## src/rtl/resp_multicast_buffer_icache_intc_pkg.sv

```systemverilog
// icache_intc_resp_pkg: shared sizing helpers and assertion predicates for the response path
package icache_intc_resp_pkg;
  function automatic int clog2_depth(input int d);
    int r = 0;
    while ((1 << r) < d) r++;
    return (r == 0) ? 1 : r;
  endfunction
  function automatic int cnt_width(input int depth);
    return clog2_depth(depth + 1);
  endfunction
  function automatic logic onehot_or_zero(input logic [63:0] v);
    return (v & (v - 64'd1)) == 64'd0;
  endfunction
endpackage

```

## src/rtl/resp_multicast_buffer_icache_intc_fifo.sv

```systemverilog
// resp_fifo_icache_intc: generic synchronous FIFO with wrap-around pointers and separate occupancy count
module resp_fifo_icache_intc
  import icache_intc_resp_pkg::*;
#(
  parameter int WIDTH = 144,
  parameter int DEPTH = 4
) (
  input  logic                        clk,
  input  logic                        rst,
  input  logic                        push,
  input  logic                        pop,
  input  logic [WIDTH-1:0]            wdata,
  output logic [WIDTH-1:0]            rdata,
  output logic                        full,
  output logic                        empty,
  output logic [cnt_width(DEPTH)-1:0] count
);
  localparam int AW = clog2_depth(DEPTH);
  localparam int CW = cnt_width(DEPTH);
  logic [WIDTH-1:0] mem [DEPTH];
  logic [AW-1:0] wr, rd;
  logic push_ok, pop_ok;
  assign full = count == CW'(DEPTH);
  assign empty = count == '0;
  assign push_ok = push && !full;
  assign pop_ok = pop && !empty;
  assign rdata = mem[rd];
  always_ff @(posedge clk) begin
    if (rst) begin
      wr <= '0;
      rd <= '0;
      count <= '0;
    end else begin
      if (push_ok) begin
        mem[wr] <= wdata;
        wr <= wr + 1'b1;
      end
      if (pop_ok) rd <= rd + 1'b1;
      count <= count + CW'(push_ok) - CW'(pop_ok);
    end
  end
endmodule

```

## src/rtl/resp_multicast_buffer_icache_intc.sv

```systemverilog
// resp_multicast_buffer_icache_intc: buffers bank refill responses and multicasts each to all cores in its UID mask
module resp_multicast_buffer_icache_intc
  import icache_intc_resp_pkg::*;
#(
  parameter int N_CORES    = 16,
  parameter int DATA_WIDTH = 128,
  parameter int FIFO_DEPTH = 4
) (
  input  logic                             clk_i,
  input  logic                             rst_i,
  input  logic                             response_valid_i,
  input  logic [DATA_WIDTH-1:0]            response_rdata_i,
  input  logic [N_CORES-1:0]               response_UID_i,
  output logic                             response_ready_o,
  output logic [N_CORES-1:0]               response_valid_o,
  output logic [DATA_WIDTH-1:0]            response_rdata_o,
  input  logic [N_CORES-1:0]               response_ready_i,
  output logic                             uid_error_o,
  output logic [cnt_width(FIFO_DEPTH)-1:0] count_o
);
  logic [N_CORES+DATA_WIDTH-1:0] head;
  logic [N_CORES-1:0] head_uid, served, take, done;
  logic [DATA_WIDTH-1:0] head_data;
  logic [cnt_width(FIFO_DEPTH)-1:0] cnt;
  logic full, empty, push, drop, pop;
  assign {head_uid, head_data} = head;
  assign response_ready_o = !full && !rst_i;
  assign push = response_valid_i && response_ready_o && |response_UID_i;
  assign drop = response_valid_i && response_ready_o && ~|response_UID_i;
  assign response_valid_o = (empty || rst_i) ? '0 : head_uid & ~served;
  assign response_rdata_o = head_data;
  assign count_o = rst_i ? '0 : cnt;
  // the head retires once no target remains that has neither been served nor is taking it now
  assign take = response_valid_o & response_ready_i;
  assign done = head_uid & ~(served | take);
  assign pop = !empty && !rst_i && done == '0;
  resp_fifo_icache_intc #(.WIDTH(N_CORES + DATA_WIDTH), .DEPTH(FIFO_DEPTH)) u_fifo (
    .clk(clk_i),
    .rst(rst_i),
    .push(push),
    .pop(pop),
    .wdata({response_UID_i, response_rdata_i}),
    .rdata(head),
    .full(full),
    .empty(empty),
    .count(cnt)
  );
  always_ff @(posedge clk_i) begin
    if (rst_i) begin
      served <= '0;
      uid_error_o <= 1'b0;
    end else begin
      served <= pop ? '0 : served | take;
      uid_error_o <= drop;
    end
  end
  always_ff @(posedge clk_i) begin
    if (!rst_i) assert (onehot_or_zero(64'({push, drop})));
  end
endmodule

```

## config.mk

```make
export PLATFORM = sky130hd
export DESIGN_NAME = resp_multicast_buffer_icache_intc
export DESIGN_NICKNAME = d
export VERILOG_FILES = /design/src/rtl/resp_multicast_buffer_icache_intc_pkg.sv /design/src/rtl/resp_multicast_buffer_icache_intc_fifo.sv /design/src/rtl/resp_multicast_buffer_icache_intc.sv
export SDC_FILE = /design/constraint.sdc
export NUM_CORES = 1
export LEC_CHECK = 0
export BUFFER_PORTS_ARGS = -buffer_cell sky130_fd_sc_hd__buf_2
export CAP_MARGIN = 20
export CORE_MARGIN = 2
export CORE_UTILIZATION = 57
export CTS_CLUSTER_SIZE = 14
export DETAILED_ROUTE_END_ITERATION = 12
export GPL_ROUTABILITY_DRIVEN = 1
export PLACE_DENSITY = 0.79
export REMOVE_ABC_BUFFERS = 1
export SETUP_SLACK_MARGIN = 0.05
export SLEW_MARGIN = 10
export SYNTH_ARGS = -nofsm -noshare
export SYNTH_HDL_FRONTEND = slang
export SYNTH_HIERARCHICAL = 1
export SYNTH_SLANG_ARGS = --single-unit
```

## constraint.sdc

```tcl
create_clock -name clk_i -period 14.45 [get_ports clk_i]
set_clock_uncertainty 0.05 [all_clocks]
set_input_delay 0 -clock clk_i [delete_from_list [all_inputs] [get_ports clk_i]]
set_output_delay 0 -clock clk_i [all_outputs]
set_load 0.02 [all_outputs]
```

==> results.cfg <==
[outcome]
status = completed

[routing]
drc = 0
num_vias = 11618
drt_iter0_drc = 788
post_drt_wl_per_cell_um = 23.90
routed_via_density = 5.737
first_pass_iters = 6
wirelength_mm = 48.39
antenna_left = 0

[clocking]
cts_buffer_depth = 3
cts_tree = built
cts.htree.levels = 2
cts_buffers = 57
cts_root_buffer = clkbuf_16
clk_pin_slew_ns = 0.06
clkSinkCount = 602
clock_latency_ns = 0.60

[global_route]
grtUsageTotal_pct = 24.04
antenna_found_initial = 4
grt_max_degree = 68
grt-ovfl-total = 0
grt_pass1_vias = 12139
grt_pass1_wl_mm = 72.93

[timing]
finalHoldViolCount = 0
min_period_ns = 5.067
tns_ns = 0
fin_crit_sh_pct = 35.06
timing.fmax_mhz = 197.4
fin_ws_ns = 9.383
setup_viol = 0
tightest_slew_ns = 1.086
rsz0062_at_grt = no
maxSlewHeadroom_pct = 27.54
slew_violations = 0

[worst_setup_path]
end_kind = register
critPathLaunchType = register
required_ns = 14.87
critPathKind = register to register
path_max_fanout = 58
cp.arrival_ns = 5.49

[synth]
yosys-top-cells-area = edfxtp_1 78%, mux4_2 15%, dfxtp_1 2.3%
yosysMostFrequentCell = edfxtp_1
synth_top_area_share_pct = 77.72
synthTopCellsByCount = 576 x edfxtp_1, 144 x mux4_2, 26 x dfxtp_1
syn_inst = 932
synth_area_per_cell_um2 = 23.88
synthArstFlopShare_pct = 0
ys_seq_area_share_pct = 80.05
ys_types = 40
synth_edf_count = 576
netlist.top_cell.by_area = edfxtp_1
syn_area_um2 = 22260
synthFlopType = edfxtp_1
synth_seq_cells = 602
yosys_warnings = 6

[job]
cap_violations = 0

[floorplanning]
fp.dieH_um = 201.6
ios = 312
num_rows = 72
die_w_um = 201.6
die-area_um2 = 40640
fp.coreArea_um2 = 38560
initial_core_util_pct = 57.72

[cells_and_area]
final_cell_area_um2 = 27900
finalNonFillerCells = 2025
regArea_um2 = 17820
final_layout_size_suffix_gt1_share_pct = 37.46
nets = 1627
synthToLayoutAreaGrowth_pct = 25.37
multiInputGateArea_um2 = 4146
fillers = 2252

[place]
dp.cells = 1737
globalplace.congestion = 0.8199
port_buffers = 311
detailed_place_hpwl_mm = 25.74
post-place-ws_ns = 9.393
placed_area_um2 = 24370

[power]
ir_drop_mv = 0.1214
p_leak_nw = 9.449
power.density_nw_per_um2 = 126.6

[worst_hold_path]
min_from = response_rdata_i[66]
hold_class = input pin to register
## per-stage QoR
stage | power [mW] | hold slack (ns) | util [%]
floorplan | 2.066 | 0.01907 | -
global placement | 2.128 | 0.1598 | 63.21
detailed placement | 2.135 | 0.1637 | 63.21
CTS | 3.549 | 0.06299 | 72.34
global route | 3.632 | 0.07956 | 72.36
finish | 3.532 | 0.09921 | 72.37
## layout make-up
| class | count | share of cell area [%] |
|---|---|---|
| inverters | 14 | 0.1883 |
| well taps | 518 | 2.323 |
| multi-input cells | 273 | 14.86 |
| clock buffers | 71 | 5.453 |
| repair buffers | 509 | 12.51 |
| diodes | 4 | 0.03587 |
| clock inverters | 34 | 0.7488 |
| flip-flops and latches | 602 | 63.88 |
## worst paths after layout
path	slack, ns	to	cells after the start
max	9.38	u_fifo/count[2]	15
min	0.1	u_fifo/mem[3][66]	2
max reg2reg	9.38	u_fifo/count[2]	15
min reg2reg	0.47	u_fifo/wr[1]	2
## timing repair
| action | in CTS | in global routing |
|---|---|---|
| buffers inserted | 0 | 0 |
| endpoints found under the hold margin | 601 | 0 |
| hold buffers | 179 | 0 |
| resized for setup | 0 | 0 |
## report_power, final
group          total [mW]  internal, mW  switching (mW)
logic               0.190        0.0842           0.106
clock network        1.39         0.778           0.613
registers            1.95          1.94         0.00939
## cells in the final DEF, fill, tap and decap left out, types with 9 or more instances in the layout
cell / count
mux4_2: 144
buf_4: 19
a211oi_1: 16
dfxtp_1: 24
buf_2: 311
nor4_1: 10
edfxtp_1: 576
clkbuf_1: 12
clkinv_1: 14
nor2_1: 14
nand2_1: 11
a31oi_1: 15
dlygate4sd3_1: 179
nor2b_1: 9
inv_1: 14
clkinv_2: 16
clkbuf_16: 59
## critical path, stage by stage (launching register included)
cell,delay [ns]
dfxtp_4,0.70
buf_4,0.78
mux4_2,0.44
nor3b_1,0.16
or3_1,0.43
nor4_4,0.69
and2_1,0.27
o31ai_1,0.11
inv_1,0.07
ha_1,0.11
inv_1,0.04
ha_1,0.18
fa_1,0.41
xnor2_1,0.19
xnor2_1,0.14
nor2_1,0.06
## logic make-up (layout without fill, tap and decap cells)
family	Yosys count	after routing	share of synthesized area, %
multiplexers	145	145	14.62
other	0	4	0
AO/OA/AOI/OAI	44	44	1.394
flip-flops	602	602	80.05
AND/OR/NAND/NOR	74	74	1.985
buffers and inverters	57	628	1.405
XOR/XNOR	3	3	0.1181
adder cells (fa/ha/maj)	7	7	0.4272
## metal layers
metal	track usage, %	part of all wire (%)	vias to the layer above
met2	40.10	51	507
met3	6.090	7.8	90
met1	31.48	38	5992
met5	0	0	-
li1	-	-	5029
met4	7.852	2.6	0
## registers in the layout, indices dropped and copies added (netlist names), named ones only
register and flops:
uid_error_o 1, served 16, u_fifo/wr 2, u_fifo/count 3, u_fifo/rd 2, u_fifo/mem 576
Power figures use the tool's default switching activity.
